$ cat src/rtl/exec_ctrl_pkg.sv
`timescale 1ns/1ps
// exec_ctrl_pkg
// Shared definitions for the multi-cycle execution controller and the ALU/
// register-file slice around it: FSM state encoding, opcode and extension
// field constants, ALU control codes, and the instruction decoder.
// No ports (package).
package exec_ctrl_pkg;

   typedef enum logic [2:0] {
      ST_FETCH     = 3'd0,
      ST_DECODE    = 3'd1,
      ST_EXECUTE   = 3'd2,
      ST_WRITEBACK = 3'd3,
      ST_HALT      = 3'd4
   } state_t;

   localparam int REG_ADDR_W = 4;
   localparam int ALU_CODE_W = 6;

   // Primary opcodes, IR[15:12]
   localparam logic [3:0] OP_RTYPE = 4'b0000;
   localparam logic [3:0] OP_ANDI  = 4'b0001;
   localparam logic [3:0] OP_ORI   = 4'b0010;
   localparam logic [3:0] OP_XORI  = 4'b0011;
   localparam logic [3:0] OP_WAIT  = 4'b0100;
   localparam logic [3:0] OP_ADDI  = 4'b0101;
   localparam logic [3:0] OP_ADDUI = 4'b0110;
   localparam logic [3:0] OP_SHIFT = 4'b1000;
   localparam logic [3:0] OP_SUBI  = 4'b1001;
   localparam logic [3:0] OP_CMPI  = 4'b1011;
   localparam logic [3:0] OP_MOVI  = 4'b1101;
   localparam logic [3:0] OP_LUI   = 4'b1111;

   // Extension field values, IR[7:4]
   localparam logic [3:0] EXT_WAIT = 4'b0000;
   localparam logic [3:0] EXT_LSH  = 4'b0100;
   localparam logic [3:0] EXT_ADD  = 4'b0101;
   localparam logic [3:0] EXT_SUB  = 4'b1001;
   localparam logic [3:0] EXT_CMP  = 4'b1011;

   // ALU control codes that are not simply {2'b00, op/ext}
   localparam logic [ALU_CODE_W-1:0] ALU_NOP = 6'b000000;
   localparam logic [ALU_CODE_W-1:0] ALU_LSH = 6'b100101;
   localparam logic [ALU_CODE_W-1:0] ALU_LUI = 6'b111111;

   // Everything the controller needs to remember about one instruction.
   // load_ops=0 means the operand registers keep their previous contents.
   typedef struct packed {
      logic [ALU_CODE_W-1:0] alu_code;
      logic                  load_ops;
      logic                  src_reg;
      logic                  sign_ext;
      logic                  reg_write;
      logic                  psr_write;
      logic                  is_wait;
   } decode_t;

   function automatic decode_t decode_instr(input logic [15:0] word);
      decode_t    d;
      logic [3:0] op;
      logic [3:0] ext;
      op  = word[15:12];
      ext = word[7:4];
      d   = '0;
      d.alu_code = ALU_NOP;
      case (op)
         OP_RTYPE: begin
            d.alu_code  = {2'b00, ext};
            d.load_ops  = 1'b1;
            d.src_reg   = 1'b1;
            d.reg_write = (ext != EXT_CMP);
            d.psr_write = (ext == EXT_ADD) || (ext == EXT_SUB) || (ext == EXT_CMP);
         end
         OP_ANDI, OP_ORI, OP_XORI, OP_ADDUI: begin
            d.alu_code  = {2'b00, op};
            d.load_ops  = 1'b1;
            d.reg_write = 1'b1;
         end
         OP_ADDI, OP_SUBI, OP_CMPI, OP_MOVI: begin
            d.alu_code  = {2'b00, op};
            d.load_ops  = 1'b1;
            d.sign_ext  = 1'b1;
            d.reg_write = (op != OP_CMPI);
            d.psr_write = (op != OP_MOVI);
         end
         OP_SHIFT: begin
            // Only the LSH extension is implemented; other shifts are NOPs
            if (ext == EXT_LSH) begin
               d.alu_code  = ALU_LSH;
               d.load_ops  = 1'b1;
               d.src_reg   = 1'b1;
               d.reg_write = 1'b1;
            end
         end
         OP_LUI: begin
            d.alu_code  = ALU_LUI;
            d.load_ops  = 1'b1;
            d.reg_write = 1'b1;
         end
         OP_WAIT: begin
            d.is_wait = (ext == EXT_WAIT);
         end
         default: begin
         end
      endcase
      return d;
   endfunction

endpackage

$ cat src/rtl/exec_ctrl_reg_file.sv
`timescale 1ns/1ps
// exec_ctrl_reg_file
// General register file: REG_COUNT x WIDTH, two combinational read ports,
// one synchronous write port, asynchronous active-low clear of all entries.
// Ports:
//   clk              rising-edge clock
//   reset            asynchronous active-low clear
//   ra_addr/ra_data  read port A (combinational)
//   rb_addr/rb_data  read port B (combinational)
//   we/w_addr/w_data synchronous write port
module exec_ctrl_reg_file
   import exec_ctrl_pkg::*;
#(
   parameter int WIDTH     = 16,
   parameter int REG_COUNT = 16
) (
   input  logic                  clk,
   input  logic                  reset,
   input  logic [REG_ADDR_W-1:0] ra_addr,
   input  logic [REG_ADDR_W-1:0] rb_addr,
   output logic [WIDTH-1:0]      ra_data,
   output logic [WIDTH-1:0]      rb_data,
   input  logic                  we,
   input  logic [REG_ADDR_W-1:0] w_addr,
   input  logic [WIDTH-1:0]      w_data
);

   logic [WIDTH-1:0] regs [REG_COUNT];

   // Storage: cleared as a whole by reset, otherwise one write per cycle.
   // R0 is an ordinary register here.
   always_ff @(posedge clk or negedge reset) begin
      if (!reset) begin
         for (int i = 0; i < REG_COUNT; i++) begin
            regs[i] <= '0;
         end
      end else if (we) begin
         regs[w_addr] <= w_data;
      end
   end

   // Reads are combinational so DECODE sees the value written by the
   // preceding WRITEBACK without any forwarding.
   always_comb begin
      ra_data = regs[ra_addr];
      rb_data = regs[rb_addr];
   end

endmodule

$ cat src/rtl/exec_ctrl.sv
`timescale 1ns/1ps
// exec_ctrl
// Multi-cycle FETCH/DECODE/EXECUTE/WRITEBACK controller for a 16-bit
// CR16-style instruction set. It fetches from instruction memory, reads
// operands from its register file, presents them to an external ALU and
// writes back the ALU result and flags. WAIT parks it in HALT until reset.
// Ports:
//   clk          rising-edge clock
//   reset        asynchronous active-low reset
//   instr_ready  memory has a valid word on instr_data
//   instr_data   fetched instruction
//   alu_out      external ALU result (combinational from alu_a/alu_b/alu_cont)
//   psr_flags    external ALU flags {8'b0,N,Z,F,2'b0,L,1'b0,C}
//   instr_rd     fetch request (FETCH only)
//   instr_addr   program counter
//   alu_a/alu_b  registered ALU operands
//   alu_cont     registered ALU control code
//   psr          architectural flag register
//   halted       high while in HALT
module exec_ctrl
   import exec_ctrl_pkg::*;
#(
   parameter int WIDTH         = 16,
   parameter int ALU_CONT_BITS = 6,
   parameter int REG_COUNT     = 16
) (
   input  logic                     clk,
   input  logic                     reset,
   input  logic                     instr_ready,
   input  logic [WIDTH-1:0]         instr_data,
   input  logic [WIDTH-1:0]         alu_out,
   input  logic [WIDTH-1:0]         psr_flags,
   output logic                     instr_rd,
   output logic [WIDTH-1:0]         instr_addr,
   output logic [WIDTH-1:0]         alu_a,
   output logic [WIDTH-1:0]         alu_b,
   output logic [ALU_CONT_BITS-1:0] alu_cont,
   output logic [WIDTH-1:0]         psr,
   output logic                     halted
);

   state_t           state;
   state_t           next_state;
   logic [WIDTH-1:0] pc;
   logic [WIDTH-1:0] ir;
   logic             wb_en;
   logic             psr_en;
   logic             rf_we;
   logic             psr_load;
   decode_t          dec;
   logic [WIDTH-1:0] rf_a;
   logic [WIDTH-1:0] rf_b;
   logic [WIDTH-1:0] imm_ext;

   assign dec        = decode_instr(ir[15:0]);
   assign instr_addr = pc;
   assign imm_ext    = dec.sign_ext ? {{(WIDTH-8){ir[7]}}, ir[7:0]}
                                    : {{(WIDTH-8){1'b0}}, ir[7:0]};

   exec_ctrl_reg_file #(
      .WIDTH     (WIDTH),
      .REG_COUNT (REG_COUNT)
   ) u_reg_file (
      .clk     (clk),
      .reset   (reset),
      .ra_addr (ir[11:8]),
      .rb_addr (ir[3:0]),
      .ra_data (rf_a),
      .rb_data (rf_b),
      .we      (rf_we),
      .w_addr  (ir[11:8]),
      .w_data  (alu_out)
   );

   // State register. Reset anywhere in an instruction drops straight back
   // to FETCH, so a pending writeback never happens.
   always_ff @(posedge clk or negedge reset) begin
      if (!reset) begin
         state <= ST_FETCH;
      end else begin
         state <= next_state;
      end
   end

   // Next-state and control strobes. The register and PSR writes are only
   // enabled in WRITEBACK, using the enables captured during DECODE.
   always_comb begin
      next_state = state;
      instr_rd   = 1'b0;
      rf_we      = 1'b0;
      psr_load   = 1'b0;
      halted     = 1'b0;
      case (state)
         ST_FETCH: begin
            instr_rd = 1'b1;
            if (instr_ready) begin
               next_state = ST_DECODE;
            end
         end
         ST_DECODE: begin
            next_state = dec.is_wait ? ST_HALT : ST_EXECUTE;
         end
         ST_EXECUTE: begin
            next_state = ST_WRITEBACK;
         end
         ST_WRITEBACK: begin
            rf_we      = wb_en;
            psr_load   = psr_en;
            next_state = ST_FETCH;
         end
         ST_HALT: begin
            halted     = 1'b1;
            next_state = ST_HALT;
         end
         default: begin
            next_state = ST_FETCH;
         end
      endcase
   end

   // Datapath registers: instruction capture and PC increment in FETCH,
   // operand/control latching in DECODE, flag update in WRITEBACK. A NOP
   // or WAIT still clears alu_cont but leaves the operands untouched.
   always_ff @(posedge clk or negedge reset) begin
      if (!reset) begin
         pc       <= '0;
         ir       <= '0;
         alu_a    <= '0;
         alu_b    <= '0;
         alu_cont <= '0;
         psr      <= '0;
         wb_en    <= 1'b0;
         psr_en   <= 1'b0;
      end else begin
         case (state)
            ST_FETCH: begin
               if (instr_ready) begin
                  ir <= instr_data;
                  pc <= pc + {{(WIDTH-1){1'b0}}, 1'b1};
               end
            end
            ST_DECODE: begin
               alu_cont <= ALU_CONT_BITS'(dec.alu_code);
               wb_en    <= dec.reg_write;
               psr_en   <= dec.psr_write;
               if (dec.load_ops) begin
                  alu_a <= rf_a;
                  alu_b <= dec.src_reg ? rf_b : imm_ext;
               end
            end
            ST_WRITEBACK: begin
               if (psr_load) begin
                  psr <= psr_flags;
               end
            end
            default: begin
            end
         endcase
      end
   end

endmodule

$ cat config.mk
export PLATFORM = sky130hd
export DESIGN_NAME = exec_ctrl
export DESIGN_NICKNAME = d
export VERILOG_FILES = /design/src/rtl/exec_ctrl_pkg.sv /design/src/rtl/exec_ctrl_reg_file.sv /design/src/rtl/exec_ctrl.sv
export SDC_FILE = /design/constraint.sdc
export NUM_CORES = 1
export LEC_CHECK = 0
export ABC_CLOCK_PERIOD_IN_PS = 2820
export BUFFER_PORTS_ARGS = -buffer_cell sky130_fd_sc_hd__buf_2
export CAP_MARGIN = 30
export CORE_MARGIN = 1
export CORE_UTILIZATION = 60
export DETAILED_ROUTE_END_ITERATION = 6
export PLACE_DENSITY_LB_ADDON = 0.15
export RECOVER_POWER = 25
export SLEW_MARGIN = 20
export SYNTH_ARGS = -nofsm -noshare
export SYNTH_HDL_FRONTEND = slang
export SYNTH_SLANG_ARGS = --single-unit
export TNS_END_PERCENT = 10
$ cat constraint.sdc
create_clock -name clk -period 2.82 [get_ports clk]
set_input_delay 0.564 -clock clk [delete_from_list [all_inputs] [get_ports clk]]
set_output_delay 0.564 -clock clk [all_outputs]
set_load 0.01 [all_outputs]
==> results of run 1 <==
==> metal layers <==
| metal | part of all wire, % | track usage (%) |
|---|---|---|
| met1 | 42 | 45.2 |
| met2 | 48 | 50.5 |
| met3 | 8.0 | 6.68 |
| met4 | 1.8 | 7.54 |
| met5 | 0 | 0 |
==> worst max-delay path: cells and delay by family, from the launching register on <==
kind,cells,cell delay (ns)
buf+inv,1,0.25
flops,1,0.53
mux,1,0.34
simple gates,4,1.25
==> flip-flops by register name, summed over array words and instances, names as in the netlist <==
signal           flops
instr_addr          16
psr                 16
ir                  16
wb_en                1
alu_a               16
alu_cont             6
state                3
alu_b               16
psr_en               1
u_reg_file.regs    256
==> synthesized netlist by cell type, drive strengths merged, types with 2 or more instances <==
master / count / share of area, %
mux4: 140 / 18
clkbuf: 34 / 0.73
a22oi: 15 / 0.65
a21oi: 25 / 0.72
o21ai: 14 / 0.40
and3: 7 / 0.25
xnor2: 12 / 0.60
nor2: 34 / 0.95
nand2b: 9 / 0.32
mux2: 289 / 19
a32oi: 2 / 0.10
a22o: 4 / 0.20
o2111ai: 3 / 0.15
and2: 2 / 0.072
nand4: 3 / 0.11
a211oi: 2 / 0.086
nor3: 8 / 0.42
nor3b: 4 / 0.17
nand3: 19 / 0.57
o21bai: 2 / 0.086
buf: 59 / 1.8
xor2: 4 / 0.20
nor2b: 8 / 0.29
nand2: 101 / 2.2
inv: 3 / 0.065
a31o: 4 / 0.20
nand3b: 4 / 0.22
a31oi: 4 / 0.23
mux2i: 11 / 0.63
dfrtp: 347 / 50
==> stage by stage <==
stage / cells / util (%)
6_report: 1735 / 70.8
5_1_grt: 1734 / 70.8
4_1_cts: 1734 / 71.0
3_5_place_dp: 1666 / 66.5
3_3_place_gp: 1666 / 66.5
2_1_floorplan: 1187 / -
==> kinds of logic (layout without fill, tap and decap cells) <==
| logic type | count (synthesis) | in the layout |
|---|---|---|
| flops | 347 | 347 |
| simple gates | 206 | 206 |
| fa+ha+maj | 1 | 1 |
| buf+inv | 96 | 265 |
| compound gates | 81 | 81 |
| mux | 440 | 440 |
| xor+xnor | 16 | 16 |
| other cells | 0 | 1 |
==> cell type report <==
cell class,instances,area [µm²]
Clock inverter,8,93.8
Sequential cell,347,8700
Multi-Input combinational cell,744,8290
Clock buffer,59,1150
Tap cell,378,473
Fill cell,1888,8210
Inverter,3,11.3
Antenna cell,1,2.50
Timing Repair Buffer,195,1230
==> cells in the final DEF (no fill, tap or decap), types with 7 or more instances in the layout <==
master     synthesis  layout
mux2_2           289     289
nand2b_1           9       9
o21ai_0           11      11
nand3_1           18      18
mux4_2           140     140
nor2_1            25      25
xnor2_1           12      12
a21oi_1           25      25
nand2_1          101     101
mux2i_1           11      11
a22oi_1           15      15
dfrtp_1          347     342
buf_2             41     121
clkbuf_16          0      39
clkbuf_1          34      12
nor2b_1            8       8
clkbuf_8           0      10
and3_1             7       7
buf_4             11      58
buf_12             0       7
==> worst max path at each step <==
stage,to,slack [ns],cells past startpoint
global placement,alu_a[10]$_DFFE_PN0P_,0.41,5
detailed placement,alu_a[10]$_DFFE_PN0P_,0.39,5
floorplan,alu_a[2]$_DFFE_PN0P_,0.81,6
CTS,alu_a[9]$_DFFE_PN0P_,0.38,5
global route,u_reg_file.regs[71]$_DFFE_PN0P_,0.18,3
finish,u_reg_file.regs[244]$_DFFE_PN0P_,0.34,6
==> power breakdown <==
group / internal [W] / switching (W)
sequential: 0.00711 / 0.00211
combinational: 0.00553 / 0.00421
clock: 0.00298 / 0.00198
==> summary.md, run 1 <==
| Metric | Value |
|---|---|
| Outcome | finished clean |
| Drc violations | 0 |
| H-tree levels | 2 |
| Leakage | between 8 and 9 nW |
| Cell area after layout | between 0.015 and 0.02 mm² |
| Clock Latency Late Sink | 0.53 ns |
| Area delta synth->final | 14.6% |
| Cts bufs inserted | 37 |
| DRT Pass-1 Iters | 5 |
| RR Startpoint | state[1]$_DFFE_PN0P_ |
| # clock sinks | approximately 350 |
| Fin Clk Skew | 0.0149 ns |
| Postcts setup bufs | 0 |
| Largest family of logic cells by synthesized area | multiplexers |
| Worst path cell trace | and4b_1, and2b_1, nand2b_1, nor3_4, buf_4, mux2_2 |
| Fin nets | 1380 |
| CP max FO | 10 |
| Starting Density | between 60% and 70% |
| WHS Endpoint | ir[12]$_DFFE_PN0P_ |
| VDD IR max | 0.981 mV |
| Worst slew pin tran | roughly 1.4 ns |
| Power per cell area | 1200 mW/mm² |
| Final setup vio count | 0 |
| Vias in the first global route | approximately 11000 |
| Std-Cell Core Area | roughly 0.028 mm² |
| CP Data Arrival Time | 2.89 ns |
| Hold slack final | 0.257 ns |
| Worst setup path class | reg2reg |
| Worst Min Path Start | instr_data[12] |
| CTS Root Cell | clkbuf_16 |
| CTS resizes | 0 |
| Max Cap Violations | 0 |
| Compound-cell area share of the yosys netlist | 3.24% |
| Cell count after synthesis | 1187 |
| Layout cell share with drive strength beyond 1 | a little over half |
| GP Congestion | 0.975 |
| Final worst path period share | approximately 90% |
| R2R depth | 6 |
| CP Capture Type | register |
| Unrepaired setup endpoints after global routing | false |
| HP Class | in2reg |
| Design Power | 0.0239 W |
| Yosys warns | 0 |
| Buffers added on ports | 122 |
| Synth Area in XOR/XNOR | 0.805% |
| CP startpoint | state[1]$_DFFE_PN0P_ |
| CTS tree | done |
| Final hold viol count | 0 |
| WL/cell | 25.7 µm |
| Top FF cell, synth | dfrtp_1 |
| Die width | 172 µm |
| Die H | 172 µm |
| Simple-gate area share of the yosys netlist | 5.92% |
| CTS Hold Buffers Added | 1 |
| Startpoint Class | register |
| Hold depth | 3 |
| GR Overflow Total | 0 |
| Reg2reg setup slack | roughly 0.34 ns |
| Syn Area/Cell | 14.7 µm² |
| First-pass GRT wire length | 69.7 mm |
| Slew HR | 7.77% |
| Mux cell area share after synthesis | 37.4% |
| Die Area | 0.0297 mm² |
| Ys async rst share | 100% |
| Vias per inst | 6.53 |
| Via count | 11337 |
| Setup WS post-layout | between 0.3 and 0.4 ns |
| Reg2reg end | u_reg_file.regs[244]$_DFFE_PN0P_ |
| Pre-CTS WS | between 0.3 and 0.4 ns |
| Dpl hpwl | 29.7 mm |
| Max incr delay on CP | 0.53 ns |
| Sequential area share after synthesis | between 40% and 50% |
| Top-level port count | 123 |
| Initial antenna violation count | 2 |
| CTS clk-pin slew, worst paths | ~0.060 ns |
| Final ANT Viol Nets | 0 |
| Critical Path RT | 3.23 ns |
| Largest net degree at the start of global routing | 74 |
| Number of synthesized flops with an enable pin | 0 |
| Total GRT Usage | 31.8% |
| Setup_tns | 0 ns |
| Final Slew Violations | 0 |
| Number of DRC markers in iteration 0 | about 900 |
| Netlist cell types | 55 |
| Area share of fa/ha/maj cells after synthesis | less than 1% |
| Mapped Area | 0.0174 mm² |
| Syn Nets | 1239 |
| Tmin final | around 2.5 ns |
| Post-DP Area | about 0.019 mm² |
| Max Clk Rate | ~400 MHz |
| Post-synthesis register bit count | 347 |
| Crit-path slowest cell | dfrtp_1 |
| Worst-case clock buffer depth | 3 |
| Overall routed net length | 44.6 mm |
| Std cell rows | 61 |
No activity file was read; power rests on OpenSTA's default activity.
==> run 2, diff against run 1 <==
--- a/config.mk
+++ b/config.mk
@@ -11,7 +11,7 @@
 export CORE_MARGIN = 1
 export CORE_UTILIZATION = 60
 export DETAILED_ROUTE_END_ITERATION = 6
-export PLACE_DENSITY_LB_ADDON = 0.15
+export PLACE_DENSITY = 0.79
 export RECOVER_POWER = 25
 export SLEW_MARGIN = 20
 export SYNTH_ARGS = -nofsm -noshare
==> summary.md, run 2 (synthesis results as in run 1) <==
| Metric | Value |
|---|---|
| Diode count | 0 (-1) |
| Starting Density | 61.8% (unchanged) |
| Number of DRC markers in iteration 0 | 1258 (+37%) |
| Drc violations | 0 (unchanged) |
| Largest register FFs | 256 (unchanged) |
| Register with the most flip-flops | u_reg_file.regs |
| Worst setup path class | reg2reg |
| Power per cell area | 1210 mW/mm² (+1.1%) |
| Largest net degree at the start of global routing | 72 (-2.7%) |
| CTS tree | done |
| Final hold viol count | 0 (unchanged) |
| Vias per inst | 6.67 (+2.0%) |
| GP Congestion | 0.933 (-4.3%) |
| HP Class | in2reg |
| Fin Clk Skew | 0.0192 ns (+0.00429 ns) |
| Tmin final | 2.41 ns (-0.0727 ns) |
| First-pass GRT wire length | 69.1 mm (-0.84%) |
| Die H | 172 µm (unchanged) |
| Die Area | 0.0297 mm² (unchanged) |
| Failing checks | capacitance limit, slew limit |
| Hold depth | 3 (unchanged) |
| Postcts setup bufs | 0 (unchanged) |
| Die width | 172 µm (unchanged) |
| Final Slew Violations | 69 (+69) |
| Fin nets | 1374 (-0.43%) |
| Via count | 11515 (+1.6%) |
| Leakage | 8.98 nW (+0.46%) |
| Worst-case clock buffer depth | 3 (unchanged) |
| Met2 usage | 50.0% (-0.46 points) |
| Critical Path RT | 3.23 ns (about the same) |
| Area occupied by multi-input gates | 0.00829 mm² (unchanged) |
| Most common cell after layout, fill and taps aside | dfrtp_1 |
| # fillers | 1769 (-6.3%) |
| Std cell rows | 61 (unchanged) |
| Top-level port count | 123 (unchanged) |
| Cts bufs inserted | 38 (+2.7%) |
| Dpl hpwl | 29.8 mm (+0.10%) |
| Final worst path period share | 85.5% (-2.6 points) |
| CTS Hold Buffers Added | 0 (-1) |
| CTS clk-pin slew, worst paths | 0.06 ns (about the same) |
| Final setup vio count | 0 (unchanged) |
| Initial antenna violation count | 0 (-2) |
| Cell area after layout | 0.0201 mm² (+0.66%) |
| CP Capture Type | register |
| Met1 Usage GRT | 43.7% (-1.4 points) |
| WL/cell | 25.5 µm (-0.74%) |
| Buffers added on ports | 122 (unchanged) |
| Clock Latency Late Sink | 0.53 ns (about the same) |
| Outcome | finished with violations |
| Total GRT Usage | 31.3% (-0.41 points) |
| Max Cap Violations | 1 (+1) |
| GR Layer Usage met3 | 5.93% (-0.76 points) |
| Overall routed net length | 44.1 mm (-1.2%) |
| Slew HR | -31.4% (-39 points) |
| GR Overflow Total | 0 (unchanged) |
| Std-Cell Core Area | 0.0282 mm² (unchanged) |
| CP Data Arrival Time | 2.82 ns (-0.07 ns) |
| Final ANT Viol Nets | 0 (unchanged) |
| Post-DP Area | 0.0187 mm² (about the same) |
| CTS resizes | 0 (unchanged) |
| VDD IR max | 0.519 mV (-47%) |
| Unrepaired setup endpoints after global routing | false |
| Startpoint Class | register |
| Area delta synth->final | 15.3% |
| Commonest non-fill, non-tap cells in the layout | dfrtp_1, mux2_2, mux4_2 |
| Max Clk Rate | 415 MHz (+3.0%) |
| Vias in the first global route | 11684 (+2.4%) |
| Setup_tns | 0 ns (unchanged) |
| DRT Pass-1 Iters | 5 (unchanged) |
| CTS Root Cell | clkbuf_16 |
| H-tree levels | 2 (unchanged) |
| Layout cell share with drive strength beyond 1 | 52.6% (+0.49 points) |
| CP max FO | 25 (+15) |
| GRT busiest layer | met2 |
| Register area | 0.00870 mm² (unchanged) |
| Worst slew pin tran | 1.97 ns (+0.587 ns) |
| # clock sinks | 347 (unchanged) |
| R2R depth | 5 (-1) |
## run 2: critical path: stages, from the launching register on
cell and delay (ns):
dfrtp_4 0.75, buf_4 0.34, mux4_2 0.54, mux4_2 0.50, nand2_1 0.10, nand2_1 0.05
## run 2: final cells by class
type,instances,share of cell area (%)
repair buffers,188,6.17
clock buffers,46,5.24
flip-flops and latches,347,43.3
inverters,3,0.0561
clock inverters,21,1.60
multi-input cells,744,41.3
well taps,378,2.36
## run 2: worst paths after layout
check	start	endpoint	slack, ns
max	ir[8]$_DFFE_PN0P_	alu_a[14]$_DFFE_PN0P_	0.41
min	instr_data[14]	ir[14]$_DFFE_PN0P_	0.25
max reg2reg	ir[8]$_DFFE_PN0P_	alu_a[14]$_DFFE_PN0P_	0.41
min reg2reg	alu_a[1]$_DFFE_PN0P_	alu_a[1]$_DFFE_PN0P_	0.47
max in group asynchronous	reset	u_reg_file.regs[61]$_DFFE_PN0P_	0.57
min in group asynchronous	reset	instr_addr[1]$_DFFE_PN0P_	0.57
## run 2: where the power goes
part | switching [W] | internal [W]
registers | 0.00219 | 0.00710
logic | 0.00414 | 0.00549
clock network | 0.00201 | 0.00339
total | 0.00835 | 0.0160
## run 2: per-stage QoR
step | cells | setup WS (ns) | total power [W] | hold slack, ns | utilization [%]
2_1_floorplan | 1187 | 0.811 | 0.0158 | 0.268 | -
3_3_place_gp | 1660 | 0.508 | 0.0184 | 0.457 | 66.5
3_5_place_dp | 1660 | 0.412 | 0.0188 | 0.459 | 66.5
4_1_cts | 1727 | 0.385 | 0.0243 | 0.0272 | 71.4
5_1_grt | 1727 | 0.203 | 0.0255 | 0.259 | 71.3
6_report | 1727 | 0.409 | 0.0243 | 0.249 | 71.3
## run 2: per-layer routing
layer	part of all wire, %	up-vias
li1	-	4739
met1	41	6063
met2	48	624
met3	8.6	89
met4	2.7	0
met5	0	-
